<file path="src/rtl/bank_mapper_pkg.sv">
// Shared constants and window configuration layout for the $8000-$FFFF bank mapper.
package bank_mapper_pkg;

    localparam int CPU_ADDR_WIDTH = 16;
    localparam int DATA_WIDTH     = 8;
    localparam int MAX_BANK_BITS  = 5;

    localparam int BANK_CTL_ENABLE = 7;
    localparam int BANK_CTL_WP     = 6;
    localparam int BANK_CTL_PEEK   = 5;

    localparam int BANK_CMD_COMMIT = 0;
    localparam int BANK_CMD_CLEAR  = 1;

    localparam logic [3:0] CMD_OFFSET = 4'hF;

    // Field order matches the register byte, so a cfg reads back as-is.
    typedef struct packed {
        logic                     enable;
        logic                     wp;
        logic                     peek;
        logic [MAX_BANK_BITS-1:0] bank;
    } window_cfg_t;

    function automatic window_cfg_t cfg_from_byte(input logic [DATA_WIDTH-1:0] d,
                                                  input int bank_bits);
        window_cfg_t c;
        c.enable = d[BANK_CTL_ENABLE];
        c.wp     = d[BANK_CTL_WP];
        c.peek   = d[BANK_CTL_PEEK];
        for (int i = 0; i < MAX_BANK_BITS; i++) begin
            c.bank[i] = (i < bank_bits) ? d[i] : 1'b0;
        end
        return c;
    endfunction

endpackage

</file>
<file path="src/rtl/bank_mapper_window_regs.sv">
// Double-buffered window registers: shadow written by the CPU, active loaded on commit.
module bank_window_regs
    import bank_mapper_pkg::*;
#(
    parameter int NUM_WINDOWS = 4,
    parameter int BANK_BITS   = 3
) (
    input  logic                                  sys_clock_i,
    input  logic                                  reset_i,
    input  logic                                  ctl_hit,
    input  logic                                  ctl_wr,
    input  logic [3:0]                            ctl_offset,
    input  logic [DATA_WIDTH-1:0]                 ctl_wdata,
    input  logic                                  violation,
    output logic                                  pending,
    output logic [NUM_WINDOWS*$bits(window_cfg_t)-1:0] active,
    output logic [DATA_WIDTH-1:0]                 rd_data
);

    localparam int IDX_W = (NUM_WINDOWS > 1) ? $clog2(NUM_WINDOWS) : 1;

    window_cfg_t [NUM_WINDOWS-1:0] shadow;
    window_cfg_t [NUM_WINDOWS-1:0] act;
    logic [DATA_WIDTH-1:0]         rd_next;
    logic                          win_sel;

    assign win_sel = int'(ctl_offset) < NUM_WINDOWS;
    assign active  = act;

    always_comb begin
        rd_next = '0;
        if (ctl_hit) begin
            if (ctl_offset == CMD_OFFSET) begin
                rd_next = {violation, 6'b0, pending};
            end else if (win_sel) begin
                rd_next = shadow[ctl_offset[IDX_W-1:0]];
            end
        end
    end

    always_ff @(posedge sys_clock_i) begin
        if (reset_i) begin
            shadow  <= '0;
            act     <= '0;
            pending <= 1'b0;
            rd_data <= '0;
        end else begin
            rd_data <= rd_next;
            if (ctl_wr) begin
                if (win_sel) begin
                    shadow[ctl_offset[IDX_W-1:0]] <= cfg_from_byte(ctl_wdata, BANK_BITS);
                    pending                       <= 1'b1;
                end else if (ctl_offset == CMD_OFFSET && ctl_wdata[BANK_CMD_COMMIT]) begin
                    act     <= shadow;
                    pending <= 1'b0;
                end
            end
        end
    end

endmodule

</file>
<file path="src/rtl/bank_mapper.sv">
// Maps $8000-$FFFF onto NUM_WINDOWS bankable windows; registered decode and write-protect trap.
module bank_mapper
    import bank_mapper_pkg::*;
#(
    parameter int          NUM_WINDOWS = 4,
    parameter int          BANK_BITS   = 3,
    parameter logic [15:0] CTL_BASE    = 16'hFFF0
) (
    input  logic                      sys_clock_i,
    input  logic                      reset_i,
    input  logic                      cpu_be_i,
    input  logic                      cpu_wr_strobe_i,
    input  logic [CPU_ADDR_WIDTH-1:0] cpu_addr_i,
    input  logic [DATA_WIDTH-1:0]     cpu_data_i,
    output logic [DATA_WIDTH-1:0]     ctl_rd_data_o,
    output logic                      ctl_hit_o,
    output logic                      bank_en_o,
    output logic [BANK_BITS-1:0]      bank_addr_o,
    output logic                      bank_ro_o,
    output logic                      wr_blocked_o,
    output logic                      violation_o
);

    localparam int WIN_BITS = $clog2(NUM_WINDOWS);
    localparam int IDX_W    = (WIN_BITS > 0) ? WIN_BITS : 1;

    if (NUM_WINDOWS < 1 || NUM_WINDOWS > 8 || (NUM_WINDOWS & (NUM_WINDOWS - 1)) != 0) begin : g_chk_windows
        $error("bank_mapper: NUM_WINDOWS must be a power of two in 1..8");
    end
    if (BANK_BITS < 1 || BANK_BITS > MAX_BANK_BITS) begin : g_chk_bank_bits
        $error("bank_mapper: BANK_BITS must be in 1..5");
    end
    if (CTL_BASE[3:0] != 4'h0) begin : g_chk_ctl_base
        $error("bank_mapper: CTL_BASE must be 16-aligned");
    end

    window_cfg_t [NUM_WINDOWS-1:0] act;
    window_cfg_t                   cur;
    logic [IDX_W-1:0]              win_idx;
    logic                          ctl_sel;
    logic                          ctl_wr;
    logic                          peek_hole;
    logic                          redirect;
    logic                          trap;
    logic                          clear_req;
    logic                          pending;
    logic                          unused_cfg;

    bank_window_regs #(
        .NUM_WINDOWS (NUM_WINDOWS),
        .BANK_BITS   (BANK_BITS)
    ) u_regs (
        .sys_clock_i (sys_clock_i),
        .reset_i     (reset_i),
        .ctl_hit     (ctl_sel),
        .ctl_wr      (ctl_wr),
        .ctl_offset  (cpu_addr_i[3:0]),
        .ctl_wdata   (cpu_data_i),
        .violation   (violation_o),
        .pending     (pending),
        .active      (act),
        .rd_data     (ctl_rd_data_o)
    );

    // Top address bits below A15 select the window; a single window gets index 0.
    assign win_idx   = IDX_W'(cpu_addr_i[14:0] >> (15 - WIN_BITS));
    assign cur       = act[win_idx];
    assign ctl_sel   = cpu_addr_i[15:4] == CTL_BASE[15:4];
    assign ctl_wr    = cpu_wr_strobe_i && cpu_be_i && ctl_sel;
    assign peek_hole = cur.peek && (cpu_addr_i[15:12] == 4'h8 || cpu_addr_i[15:11] == 5'b11101);
    assign redirect  = cpu_be_i && cpu_addr_i[15] && cur.enable && !peek_hole && !ctl_sel;
    assign trap      = cpu_wr_strobe_i && redirect && cur.wp;
    assign clear_req = ctl_wr && cpu_addr_i[3:0] == CMD_OFFSET && cpu_data_i[BANK_CMD_CLEAR];
    assign unused_cfg = ^{cur.bank, pending};

    always_ff @(posedge sys_clock_i) begin
        if (reset_i) begin
            ctl_hit_o    <= 1'b0;
            bank_en_o    <= 1'b0;
            bank_addr_o  <= '0;
            bank_ro_o    <= 1'b0;
            wr_blocked_o <= 1'b0;
            violation_o  <= 1'b0;
        end else begin
            ctl_hit_o    <= ctl_sel;
            bank_en_o    <= redirect;
            bank_addr_o  <= redirect ? cur.bank[BANK_BITS-1:0] : '0;
            bank_ro_o    <= redirect && cur.wp;
            wr_blocked_o <= trap;
            // A trap on the same edge as a clear keeps the flag set.
            if (trap) begin
                violation_o <= 1'b1;
            end else if (clear_req) begin
                violation_o <= 1'b0;
            end
        end
    end

endmodule

</file>
<file path="config.mk">
export PLATFORM = sky130hd
export DESIGN_NAME = bank_mapper
export DESIGN_NICKNAME = d
export VERILOG_FILES = /design/src/rtl/bank_mapper_pkg.sv /design/src/rtl/bank_mapper_window_regs.sv /design/src/rtl/bank_mapper.sv
export SDC_FILE = /design/constraint.sdc
export NUM_CORES = 1
export LEC_CHECK = 0
export ABC_AREA = 0
export CAP_MARGIN = 20
export CORE_MARGIN = 2
export CORE_UTILIZATION = 30
export CTS_CLUSTER_SIZE = 28
export DETAILED_ROUTE_END_ITERATION = 6
export HOLD_SLACK_MARGIN = 0.05
export PLACE_DENSITY = 0.47
export SYNTH_ARGS = -nofsm -noshare
export SYNTH_HDL_FRONTEND = slang
export SYNTH_SLANG_ARGS = --single-unit
</file>
<file path="constraint.sdc">
create_clock -name sys_clock_i -period 2.9 [get_ports sys_clock_i]
set_input_delay 0.58 -clock sys_clock_i [delete_from_list [all_inputs] [get_ports sys_clock_i]]
set_output_delay 0.58 -clock sys_clock_i [all_outputs]
set_load 0.05 [all_outputs]
</file>
==> results of run 1 <==
where the power goes:
group,total [mW],leakage (nW),switching (mW),internal (mW)
Clock,0.858,0.108,0.354,0.504
Sequential,0.851,0.499,0.0000549,0.851
Combinational,0.119,0.508,0.0706,0.0484
Total,1.83,1.11,0.424,1.40
final cells by class:
class                      count  area share (%)
inverter                       2           0.217
timing repair buffer          52            14.4
clock buffer                  10            3.99
multi-input combinational    204            39.0
clock inverter                 6            2.46
sequential                    62            36.0
tap                          111            4.02
flip-flops by register name, summed over array words and instances (netlist names):
signal          cells
bank_addr_o         3
bank_en_o           1
bank_ro_o           1
ctl_hit_o           1
u_regs.active      23
u_regs.pending      1
u_regs.rd_data      6
u_regs.shadow      24
violation_o         1
wr_blocked_o        1
critical path, cell delays in order:
cell,delay [ns]
sky130_fd_sc_hd__clkdlybuf4s50_1,0.53
sky130_fd_sc_hd__nand4_2,0.21
sky130_fd_sc_hd__or4_4,0.74
sky130_fd_sc_hd__o21ai_0,0.23
sky130_fd_sc_hd__a21oi_1,0.08
cell usage in the layout, fill, tap and decap left out, types with 3 or more instances in the layout:
cell                               n
sky130_fd_sc_hd__dfxtp_1          62
sky130_fd_sc_hd__a21oi_1          49
sky130_fd_sc_hd__clkdlybuf4s50_1  38
sky130_fd_sc_hd__o21ai_0          28
sky130_fd_sc_hd__nand4_1          25
sky130_fd_sc_hd__nand3_1          24
sky130_fd_sc_hd__o21ai_1          20
sky130_fd_sc_hd__buf_4            12
sky130_fd_sc_hd__nor2b_1          11
sky130_fd_sc_hd__clkbuf_8         10
sky130_fd_sc_hd__mux4_2            6
sky130_fd_sc_hd__nor2_1            5
sky130_fd_sc_hd__nand2_1           4
sky130_fd_sc_hd__mux4_1            4
sky130_fd_sc_hd__nand2b_1          3
final timing paths:
path	from	end	cells after the start
setup reg to reg	u_regs.shadow[16]$_SDFFE_PP0P_	u_regs.rd_data[0]$_SDFF_PP0_	3
hold / removal	u_regs.active[24]$_SDFFE_PP0P_	u_regs.active[24]$_SDFFE_PP0P_	2
setup / recovery	cpu_addr_i[12]	u_regs.shadow[0]$_SDFFE_PP0P_	5
hold reg to reg	u_regs.active[24]$_SDFFE_PP0P_	u_regs.active[24]$_SDFFE_PP0P_	2
cells in the mapped netlist, types with 2 or more instances:
cell type                   n  area (sq um)
sky130_fd_sc_hd__dfxtp_1   62          1240
sky130_fd_sc_hd__a21oi_1   49           245
sky130_fd_sc_hd__o21ai_0   28           140
sky130_fd_sc_hd__nand4_1   25           156
sky130_fd_sc_hd__nand3_1   24           120
sky130_fd_sc_hd__o21ai_1   20           100
sky130_fd_sc_hd__clkbuf_1  14          52.6
sky130_fd_sc_hd__nor2b_1   11          68.8
sky130_fd_sc_hd__buf_2      9          45.0
sky130_fd_sc_hd__mux4_2     6           135
sky130_fd_sc_hd__nor2_1     5          18.8
sky130_fd_sc_hd__mux4_1     4           105
sky130_fd_sc_hd__nand2_1    4          15.0
sky130_fd_sc_hd__buf_4      3          22.5
sky130_fd_sc_hd__buf_6      3          33.8
sky130_fd_sc_hd__nand2b_1   3          18.8
sky130_fd_sc_hd__a22oi_1    2          15.0
sky130_fd_sc_hd__and3_1     2          12.5
sky130_fd_sc_hd__buf_1      2          7.51
sky130_fd_sc_hd__inv_1      2          7.51
sky130_fd_sc_hd__mux2i_1    2          20.0
sky130_fd_sc_hd__nor3_1     2          10.0
cell families after synthesis:
| group | Yosys count | share of synthesized area, % |
|---|---|---|
| muxes | 12 | 9.40 |
| other | 1 | 0.135 |
| AOI/OAI and AO/OA | 103 | 19.3 |
| and+or+nand+nor | 87 | 19.6 |
| DFF | 62 | 44.8 |
| buffers and inverters | 34 | 6.65 |
layer usage:
metal / part of all wire (%) / wire length [um] / up-vias
met5: 0 / 0 / -
met4: 0.96 / 75 / 0
met3: 6.5 / 504 / 8
met2: 42 / 3310 / 73
met1: 50 / 3910 / 1144
li1: - / - / 1172
==> results summary, run 1 <==
The flow ran to the end, and the final reports show no timing, DRC or antenna violations. For the finished layout, the period the worst path requires is between 2 and 2.5 ns. The area occupied by multi-input gates came out at 1350 sq um. The worst reg-to-reg setup slack came out at about 1.7 ns.

The maximum clock rate is approximately 460 MHz. The part of the Yosys area used for sequential elements came out at 44.8%. The nature of the critical path startpoint is a primary input.

met1 is the most crowded layer. The detailed router finished its first iteration with 157 violations. The number of warnings issued by yosys came out at 0.

The final worst clock skew is roughly 0.011 ns. The data arrival time of the critical path came out at around 2.4 ns. The number of hold violations in the final report came to 0. The async set-or-reset flop fraction in the synthesized netlist came out at 0%.

The synthesized area divided by synthesized cell count is about 9.3 sq um. The count of cells in the finished layout, fillers not included, comes to 447. The worst hold slack across all endpoints came out at 0.471 ns.

The routed via count is 2,397. Gates resized during post-CTS repair numbered 0. The remaining design rule violation count is 0. For the final routed database, the setup TNS stands at 0 ns.

The relative slew slack is between 50% and 60%. The post-layout net count came out at ~360. The sink count of the clock tree came out at between 60 and 70. The met1 usage came out at roughly a quarter.

The total power per unit cell area came out at roughly 530 nW/um^2. The cell count after synthesis came out at approximately 300. STA classifies the critical path endpoint as a register.

After detailed routing, the average wire length per cell comes to 17.5 um. The insertion delay of the later-clocked pin in the worst-skew pair is between 0.3 and 0.4 ns. The core utilization of the finished layout is 37.9%. The total of max-cap violations came out at 0.

STA puts the critical path data required time at a little over 3 ns. The number of placed cells counting well taps is between 400 and 500. The total of fill cells in the finished design is approximately 960.

Entering global routing, the biggest net connects 39 pins. The TritonCTS clock tree is yes. The post-detailed-route via-to-cell ratio came out at roughly 5.4. With fillers left out, the area of the finished cells amounts to 3450 sq um.

The sequential cell area in the final layout came out at 1240 sq um. The number of buffers inserted by port buffering came out at 39. The die is between 100 and 150 um wide. Global routing consumed, over all layers together, 16.4% of the routing resources.

The first global-routing pass estimated roughly 13 mm of wire. The type of the worst min-delay path is register to register. The highest ir drop seen on vdd is 0.179 mV. The number of synthesized flops with an enable pin is 0.

The number of rows created at floorplan came out at 35. The met2 track demand over resource came out at around a quarter. The register bit total from synthesis is 62.

The max-slew violation total from the final report came to 0. The diode insertion count for antenna repair is 0. The die span in y is between 100 and 150 um. The total half-perimeter wirelength after legalization and detailed placement is roughly 5.1 mm. The global-route met3 utilization came out at between 3 and 4%.

The total cell area at the placement stage is about 3200 sq um. The post-CTS setup repair buffer count came out at 0. Of the cells placed in the final design, the portion with a size suffix greater than 1 is between 10 and 15%. The sum of routed wire length over all layers is 7.80 mm.

Clock-pin slew was measured on the worst setup and hold paths at ~0.070 ns. The total power of the final layout came out at between 1.5 and 2 mW. The critical path is of the primary input to register type. Summed over all cells, the static leakage comes to between 1 and 1.5 nW. The number of buffers on the longest clock path is 2. The H-tree generated during clock tree synthesis spans 3 levels. The synthesis-to-finish area growth is 24.7%.

OpenSTA, run right after detailed placement, puts the worst setup slack at about 0.36 ns. The actual transition at the worst max-transition pin is around 0.61 ns. The first detailed-routing pass ran for 4 iterations.

The post-route clock period utilization came out at 74.8%. The core region is just over 9000 sq um. The smallest setup slack after layout is between 0.7 and 0.8 ns. The most used flip-flop cell after synthesis is sky130_fd_sc_hd__dfxtp_1. Hold repair after CTS inserted 0 buffers. Setup repair after global routing left no endpoint under its margin. Once the floorplan was initialized, standard cells occupied between 30% and 40% of the core. The number of routed nets with antenna violations is 0. The area enclosed by the die boundary is about 10,000 sq um.

Setup violations remaining at the end of the flow were counted as 0. The largest driver fanout on the critical path came out at 25. Counting distinct cell types in the post-synthesis netlist gives 39.

The final estimated routing congestion in global placement came out at just under 0.8. The number of antenna violations at the first check in global routing is 0. The mapped cell area came out at 2770 sq um. The overflow left after global routing is 0. The TritonCTS buffer count is 9. The via count of the first global-routing pass came out at 2,390. The number of top-level design ports is 44. The library cell used as clock root buffer is sky130_fd_sc_hd__clkbuf_8.
(Power assumes the default switching activity.)
==> run 2, diff against run 1 <==
--- a/config.mk
+++ b/config.mk
@@ -12,7 +12,7 @@
 export CTS_CLUSTER_SIZE = 28
 export DETAILED_ROUTE_END_ITERATION = 6
 export HOLD_SLACK_MARGIN = 0.05
-export PLACE_DENSITY = 0.47
+export PLACE_DENSITY = 0.49
 export SYNTH_ARGS = -nofsm -noshare
 export SYNTH_HDL_FRONTEND = slang
 export SYNTH_SLANG_ARGS = --single-unit
==> constraint.sdc (replaced) <==
create_clock -name sys_clock_i -period 1.9 [get_ports sys_clock_i]
set_input_delay 0.38 -clock sys_clock_i [delete_from_list [all_inputs] [get_ports sys_clock_i]]
set_output_delay 0.38 -clock sys_clock_i [all_outputs]
set_load 0.05 [all_outputs]
==> results summary, run 2 (same netlist as run 1, synthesis figures left out) <==
The sink count of the clock tree is 62 (unchanged). The final worst clock skew came out at 0.00624 ns (-0.00486 ns). The area enclosed by the die boundary is 10,000 sq um (unchanged). The number of flip-flops in the largest register is 24 (unchanged). The proportion of layout cells with a drive suffix above 1 is 18.3% (+5.5 points). The post-CTS setup repair buffer count came out at 0 (unchanged).

The actual transition at the worst max-transition pin came out at 0.498 ns (-0.108 ns). The flow ran to the end, and the final reports show no timing, DRC or antenna violations. The static leakage power came out at 1.26 nW (+13%). The total power of the final layout came to 2.56 mW (+40%). The part of the power in the clock network is 40.8% (-6.1 points).

The global-route wire length before repair came to 12.4 mm (-2.8%). The largest stage delay on the critical path came out at 0.53 ns (-0.21 ns). The total half-perimeter wirelength after legalization and detailed placement is 5.42 mm (+6.1%). The die span in y is 100 um (unchanged). The sum of routed wire length over all layers came out at 7.64 mm (-2.1%). The number of DRC markers after the initial detailed-route iteration is 126 (-20%). The TritonCTS buffer count is 9 (unchanged).

The relative slew slack is 66.7% (+7.2 points). The detailed-route wire length per cell came out at 16.2 um (-7.1%). The register name with the most flops is u_regs.shadow. The max-slew violation total from the final report came out at 0 (unchanged).

The number of cells on the worst reg-to-reg path was 3 (unchanged). In this design, the critical path's most frequently occurring cell is sky130_fd_sc_hd__buf_4. The category of the most critical setup path is primary input to register. The setup violation total in the final timing report came out at 0 (unchanged). The largest net degree at the start of global routing came out at 28 (-28%).

The synthesis-to-finish area growth came out at 31.6%. The worst-path cell with the longest stage delay is sky130_fd_sc_hd__clkdlybuf4s50_1. The initial core utilization came out at 30.4% (unchanged). The worst hold path belongs to the class primary input to register. The insertion delay of the later-clocked pin in the worst-skew pair is 0.33 ns (about the same). The remaining design rule violation count is 0 (unchanged). The total of fill cells in the finished design is 947 (-0.84%).

The overflow left after global routing came out at 0 (unchanged). TritonCTS built the clock tree. The post-route clock period utilization came out at between 90% and 100%. The count of non-filler cells in the finished layout is 471 (+5.4%).

STA classifies the critical path startpoint as a primary input. The worst endpoint required time came out at 2.11 ns (-1.00 ns). The instance count along the most critical hold path is 2 (unchanged).

In the layout the commonest cells are sky130_fd_sc_hd__dfxtp_1 (62), sky130_fd_sc_hd__a21oi_1 (49), sky130_fd_sc_hd__clkdlybuf4s50_1 (35). The combinational share of power came out at 8.3% (+1.8 points). The total power per unit cell area is 702 nW/um^2 (+33%).

The post-layout net count came to 385 (+7.2%). Timing would allow up to 545 MHz. The sequential group share of total power came out at 50.8% (+4.2 points). The diode insertion count for antenna repair is 0 (unchanged).

The core outline area came out at 9110 sq um (unchanged). The total of max-cap violations is 0 (unchanged). The number of hold violations in the final report came out at 0 (unchanged). Walking the worst path, the cells encountered are clkdlybuf4s50_1 -> nand4_4 -> buf_4 -> or3_1 -> buf_4 -> o21ai_0 -> a21oi_1. The worst hold slack across all endpoints was 0.422 ns (-0.0486 ns).

Setup repair after global routing left no endpoint under its margin. The H-tree depth is 3 (unchanged). The total global-route track usage came to 16.1% (-0.28 points). The switching power as a share of total power is 23.1% (-0.074 points). The shortest clock period the worst path allows after layout is approximately 1.8 ns. The via count of the first global-routing pass is 2,360 (-1.3%).

The final estimated routing congestion in global placement came out at 0.779 (-1.9%). The clock-pin transition on the worst setup and hold timing paths came out at 0.07 ns (about the same). The number of buffers inserted by port buffering came out at 39 (unchanged). The largest driver fanout on the critical path is 12 (-52%).

The switching component of the power is 0.592 mW (+39%). The number of placed cells counting well taps came out at 457 (+6.0%). The hold buffer count at cts came out at 0 (unchanged). The number of antenna violations at the first check in global routing is 0 (unchanged). The post-detailed-route via-to-cell ratio is 5.19 (-3.2%).

The summed negative setup slack over all endpoints came out at 0 ns (unchanged). The routed via count came out at 2,445 (+2.0%). The most common cell after layout, fill and taps aside is sky130_fd_sc_hd__dfxtp_1.

The worst setup path is captured at a register. The total iterations of the first detailed-routing run is 4 (unchanged). The library cell used as clock root buffer is sky130_fd_sc_hd__clkbuf_8.

The number of top-level design ports is 44 (unchanged). The number of rows created at floorplan came out at 35 (unchanged). The horizontal die dimension came to 100 um (unchanged). The highest ir drop seen on vdd is 0.328 mV (+83%). The number of instances resized during post-cts repair is 1 (+1). The data arrival time of the critical path is 2.04 ns (-0.33 ns).

The number of routed nets with antenna violations is 0 (unchanged). The internal power component is 1.97 mW (+40%). The number of buffers on the longest clock path was 2 (unchanged).
[run 2: cell count changes in the layout (fill, tap and decap cells not counted), sizes merged, moves of 2 or more]
cell	previous run	this run
buf	14	40
clkbuf	10	13
clkdlybuf4s50	38	35
bufinv	2	0
clkinvlp	2	0
dlymetal6s2s	0	2
[run 2: worst max-delay path: cells and delay by family]
kind	cells	cell delay [ns]
buffers and inverters	3	0.90
AOI/OAI and AO/OA	2	0.26
and+or+nand+nor	2	0.51
[run 2: metrics by stage]
stage | util, % | setup slack (ns) | area, sq um
final | 40.0 | 0.0643 | 3640
after global routing | 40.0 | 0.000388 | 3640
after CTS | 39.9 | 0.0481 | 3630
after detailed placement | 38.0 | -0.283 | 3460
after global placement | 38.0 | -0.272 | 3460
after floorplan | - | 0.148 | 2770
[run 2: final timing paths]
check	slack, ns	end	startpoint
max reg2reg	0.70	u_regs.rd_data[7]$_SDFF_PP0_	u_regs.shadow[31]$_SDFFE_PP0P_
min	0.42	u_regs.active[16]$_SDFFE_PP0P_	reset_i
max	0.06	u_regs.active[6]$_SDFFE_PP0P_	cpu_addr_i[14]
min reg2reg	0.47	u_regs.active[1]$_SDFFE_PP0P_	u_regs.active[1]$_SDFFE_PP0P_
[run 2: power groups by stage]
stage,clock network (mW),registers [mW],logic [mW]
global placement,0,1.33,0.214
CTS,1.08,1.30,0.214
detailed placement,0,1.33,0.213
finish,1.04,1.30,0.213
floorplan,0,1.33,0.0883
global route,1.13,1.30,0.229
[run 2: area by class of cell]
| type | count | area, sq um | area share [%] |
|---|---|---|---|
| clock inverters | 1 | 5.00 | 0.137 |
| repair buffers | 78 | 736 | 20.2 |
| multi-input cells | 204 | 1350 | 37.0 |
| inverters | 2 | 7.51 | 0.206 |
| flip-flops and latches | 62 | 1240 | 34.1 |
| well taps | 111 | 139 | 3.81 |
| clock buffers | 13 | 169 | 4.64 |
[run 2: metal layers]
layer	part of all wire [%]	global-route usage (%)	wire length, um
met5	0	0	0
met3	5.2	3.55	400
met4	0.48	6.01	37
met1	50	22.9	3830
met2	44	24.0	3370
==> variant 1: new RTL, settings of run 2 <==
Take the reset off `rd_data` and load it in a clocked block of its own.
--- a/src/rtl/bank_mapper_window_regs.sv
+++ b/src/rtl/bank_mapper_window_regs.sv
@@ -43,9 +43,7 @@
             shadow  <= '0;
             act     <= '0;
             pending <= 1'b0;
-            rd_data <= '0;
         end else begin
-            rd_data <= rd_next;
             if (ctl_wr) begin
                 if (win_sel) begin
                     shadow[ctl_offset[IDX_W-1:0]] <= cfg_from_byte(ctl_wdata, BANK_BITS);
@@ -58,5 +56,9 @@
         end
     end
 
+    always_ff @(posedge sys_clock_i) begin
+        rd_data <= rd_next;
+    end
+
 endmodule
 
Function: differs if reset_i is asserted again (counterexample within 4 cycles, from zero or initial values and one cycle with reset_i high); with reset_i held inactive, the same outputs for 4 cycles.
==> variant 1 against run 2 <==
- utilization increased by 0.37 points
- sequential cell count did not move
- setup slack got worse by 0.0069 ns
- area after synthesis up 0.99%
- synthesized cell count is 1.0% higher
- wire length increased by 0.94%
- die area is 0.95% higher
- combinational power decreased by 9.4%
- clock skew increased by 0.00056 ns
- power up 11%
- final area is 1.4% higher
- critical path type is now reg2out
- largest cell class unchanged
==> variant 1: results (changes against run 2) <==
met1 WL=3810 microns (-0.39%); WL met3=467 microns (+17%); DP Area=3440 sq um (-0.72%); leak pwr=1.27 nW (+0.96%); Tightest Hold Check Type=reg2reg; Cell variety after synth=34 (-13%); routed wl met2=3360 microns (-0.47%); sequential fraction of the synthesis area=44.4% (-0.44 points); hold_sp=u_regs.active[5]; drt via density=5.21 (+0.31%); largest vdd supply drop=0.321 mV (-1.9%); number of global-route vias before repair=2322 (-1.6%); number of port buffers=39 (unchanged); GRT Total Usage=16.0% (-0.11 points); CTS resizes=0 (-1); met2 Use GR=23.6% (-0.42 points); largest net degree at the start of global routing=53 (+89%); global-route wire length before repair=12300 microns (-1.4%); final WL=7710 microns (+0.94%); met3 Track Usage GR=4.58% (+1.0 points); syn avg cell area=9.26 sq um (about the same); Area growth syn-to-layout=32.2%; Hold WS=0.471 ns (+0.0486 ns); synth cell count leaders=62 x dfxtp_1, 48 x a21oi_1, 47 x o21ai_1; worst clock skew=0.00680 ns (+0.000557 ns); R2R setup slack=0.56 ns (-0.14 ns); met1 usage=22.5% (-0.40 points); status=completed; largest fanout on the critical path=1 (-11); Post-Layout Cell Count=468 (-0.64%); reg2reg end=violation_o; Synth async-reset ratio=0% (unchanged); largest cells by area after synthesis=dfxtp_1 44%, a21oi_1 8.6%, o21ai_1 8.4%; WP data arrival=1.46 ns (-0.58 ns); Critical Path Max Stage Delay=0.82 ns (+0.29 ns); cells on worst reg2reg path=5 (+2); dpl ws=-0.237 ns (+0.0461 ns); share of layout cells above drive strength 1=17.9% (-0.41 points); DR iter-0 viols=139 (+10%); placed cell count=450 (-1.5%)
==> variant 1: changes by cell type after synthesis, sizes merged, moves of 2 or more <==
cell,change
nand4b,+2
nor3,-3
nor2b,-6
and4b,+2
nand2b,-2
buf,+7
clkbuf,-2
nor2,+2
nand3,+6
and3,+3
==> variant 1: cell type report <==
class	instances	share of cell area [%]
Timing Repair Buffer	75	20.1
Inverter	1	0.102
Sequential cell	62	33.6
Tap cell	111	3.76
Multi-Input combinational cell	203	36.1
Clock inverter	3	1.76
Clock buffer	13	4.57
==> variant 1: cells by family (layout without fill, tap and decap cells) <==
| logic type | Yosys count | after routing | synth area share (%) |
|---|---|---|---|
| mux | 12 | 12 | 9.62 |
| simple gates | 88 | 88 | 19.4 |
| flops | 62 | 62 | 44.4 |
| compound gates | 101 | 101 | 18.4 |
| buf+inv | 38 | 92 | 7.97 |
| other cells | 1 | 2 | 0.134 |
==> variant 1: power by group <==
group	internal, mW	total (mW)	leakage [nW]	switching (mW)
Clock	0.845	1.34	0.120	0.499
Sequential	1.30	1.30	0.499	0.00000292
Combinational	0.0957	0.193	0.651	0.0970
Total	2.24	2.84	1.27	0.596
==> variant 1: worst max path at each step <==
| stage | from | endpoint | slack [ns] | depth (start not counted) |
|---|---|---|---|---|
| finish | u_regs.rd_data[1] | ctl_rd_data_o[1] | 0.06 | 1 |
| floorplan | cpu_addr_i[10] | u_regs.shadow[25] | 0.25 | 6 |
| global placement | cpu_addr_i[14] | u_regs.shadow[18] | -0.23 | 6 |
| detailed placement | cpu_addr_i[12] | u_regs.shadow[24] | -0.24 | 6 |
| global route | u_regs.rd_data[2] | ctl_rd_data_o[2] | 0.0009 | 1 |
| CTS | u_regs.rd_data[2] | ctl_rd_data_o[2] | 0.04 | 1 |
==> variant 2: new RTL, settings of run 2 <==
Without the edit above. Register the output `ctl_rd_data_o`, with the module's reset; this adds one clock of latency there. The other outputs are not delayed to match.
--- a/src/rtl/bank_mapper.sv
+++ b/src/rtl/bank_mapper.sv
@@ -23,6 +23,8 @@
 
     localparam int WIN_BITS = $clog2(NUM_WINDOWS);
     localparam int IDX_W    = (WIN_BITS > 0) ? WIN_BITS : 1;
+
+    logic [DATA_WIDTH-1:0] ctl_rd_data_d;
 
     if (NUM_WINDOWS < 1 || NUM_WINDOWS > 8 || (NUM_WINDOWS & (NUM_WINDOWS - 1)) != 0) begin : g_chk_windows
         $error("bank_mapper: NUM_WINDOWS must be a power of two in 1..8");
@@ -59,7 +61,7 @@
         .violation   (violation_o),
         .pending     (pending),
         .active      (act),
-        .rd_data     (ctl_rd_data_o)
+        .rd_data     (ctl_rd_data_d)
     );
 
     // Top address bits below A15 select the window; a single window gets index 0.
@@ -96,5 +98,13 @@
         end
     end
 
+    always_ff @(posedge sys_clock_i) begin
+        if (reset_i) begin
+            ctl_rd_data_o <= '0;
+        end else begin
+            ctl_rd_data_o <= ctl_rd_data_d;
+        end
+    end
+
 endmodule
 
Formal check against the unedited RTL: not equivalent (a bounded check fails within 4 cycles, from zero or initial values and one cycle with reset_i high).
==> variant 2 against run 2 <==
- count of clock-buffer cells in the layout shrank 1
- sequential power grew 9%
- setup slack gained 0.0027 ns
- die area grew 3.2%
- wire length is essentially flat
- final area grew 5.2%
- clock skew grew 0.00052 ns
- non-clock buffer count grew 3
- area after synthesis grew 3.3%
- power grew 9.3%
- sequential cell count grew 6
- via count grew 4.6%
==> variant 2: results (changes against run 2) <==
status=completed; Sw Ratio=22.7% (-0.46 points); met3 Track Usage GR=4.28% (+0.73 points); global placer's final weighted congestion=0.781 (+0.26%); Cell variety after synth=34 (-13%); post-synthesis compound-gate area fraction=18.3% (-1.1 points); Critical Path Max Stage Delay=0.81 ns (+0.28 ns); number of global-route vias before repair=2414 (+2.3%); final WL=7630 microns (about the same); fin crit share=96.5% (-0.14 points); Syn. warnings=0 (unchanged); DPL Wire Length=5570 microns (+2.7%); mux cell area share after synthesis=8.97% (-0.44 points); sequential fraction of the synthesis area=47.6% (+2.7 points); 1st-pass router iterations=4 (unchanged); share of layout cells above drive strength 1=19.6% (+1.2 points); synth cell count leaders=68 x dfxtp_1, 52 x nand3_1, 50 x o21ai_0; CTS clk-pin slew, worst paths=0.07 ns (about the same); largest vdd supply drop=0.351 mV (+7.1%); Worst Setup SP=wr_blocked_o; placed cell count=496 (+8.5%); R2R Path Start=u_regs.active[5]; largest fanout on the critical path=1 (-11); routed vias=2557 (+4.6%); DR iter-0 viols=138 (+9.5%); cells on worst reg2reg path=5 (+2); Clk. pwr=1.18 mW (+13%); Worst Setup EP=wr_blocked_o; syn avg cell area=9.02 sq um (-2.5%); GRT Total Usage=15.5% (-0.57 points); global-route wire length before repair=12300 microns (-1.0%); R2R setup slack=0.42 ns (-0.28 ns); met1 usage=21.8% (-1.1 points); DP Area=3640 sq um (+5.0%); largest net degree at the start of global routing=32 (+14%); Clk pwr share=42.3% (+1.5 points); Hold Crit Depth=3 (+1); met1 WL=3730 microns (-2.6%); largest cells by area after synthesis=dfxtp_1 48%, nand3_1 9.1%, o21ai_0 8.7%; WL met3=395 microns (-1.3%); reg2reg end=violation_o; Largest register FFs=24 (unchanged); Final nets=406 (+5.5%); drt via density=4.99 (-3.8%); routed wl met2=3320 microns (-1.7%); met2 Use GR=22.6% (-1.4 points); worst clock skew=0.00676 ns (+0.000519 ns); dpl ws=-0.360 ns (-0.0774 ns); WP data arrival=1.45 ns (-0.59 ns); initial antenna violation count=0 (unchanged); normalized max-slew margin=65.6% (-1.1 points); leak pwr=1.31 nW (+3.9%)
variant 2: area by class of cell:
class                      instances  area (sq um)
multi-input combinational        215          1340
sequential                        68          1360
fill                             933          5410
clock buffer                      12           145
inverter                           3          11.3
timing repair buffer              81           762
clock inverter                     4          48.8
tap                              129           161
variant 2: what timing repair did:
action | 4_1_cts | 5_1_grt
gates resized for setup | 1 | 4
setup endpoints to repair | 1 | 25
setup buffers | 0 | 0
pin swaps | 0 | 0
hold endpoints to repair | 0 | 0
variant 2: how the worst min path moves through the flow:
stage                            startpoint                 to  slack (ns)
after CTS                           reset_i  u_regs.rd_data[6]        0.41
after global routing                reset_i  u_regs.rd_data[2]        0.42
after detailed placement  u_regs.rd_data[2]   ctl_rd_data_o[2]        0.43
after global placement    u_regs.rd_data[0]   ctl_rd_data_o[0]        0.43
final                               reset_i  u_regs.rd_data[6]        0.43
after floorplan           u_regs.rd_data[0]   ctl_rd_data_o[0]        0.41
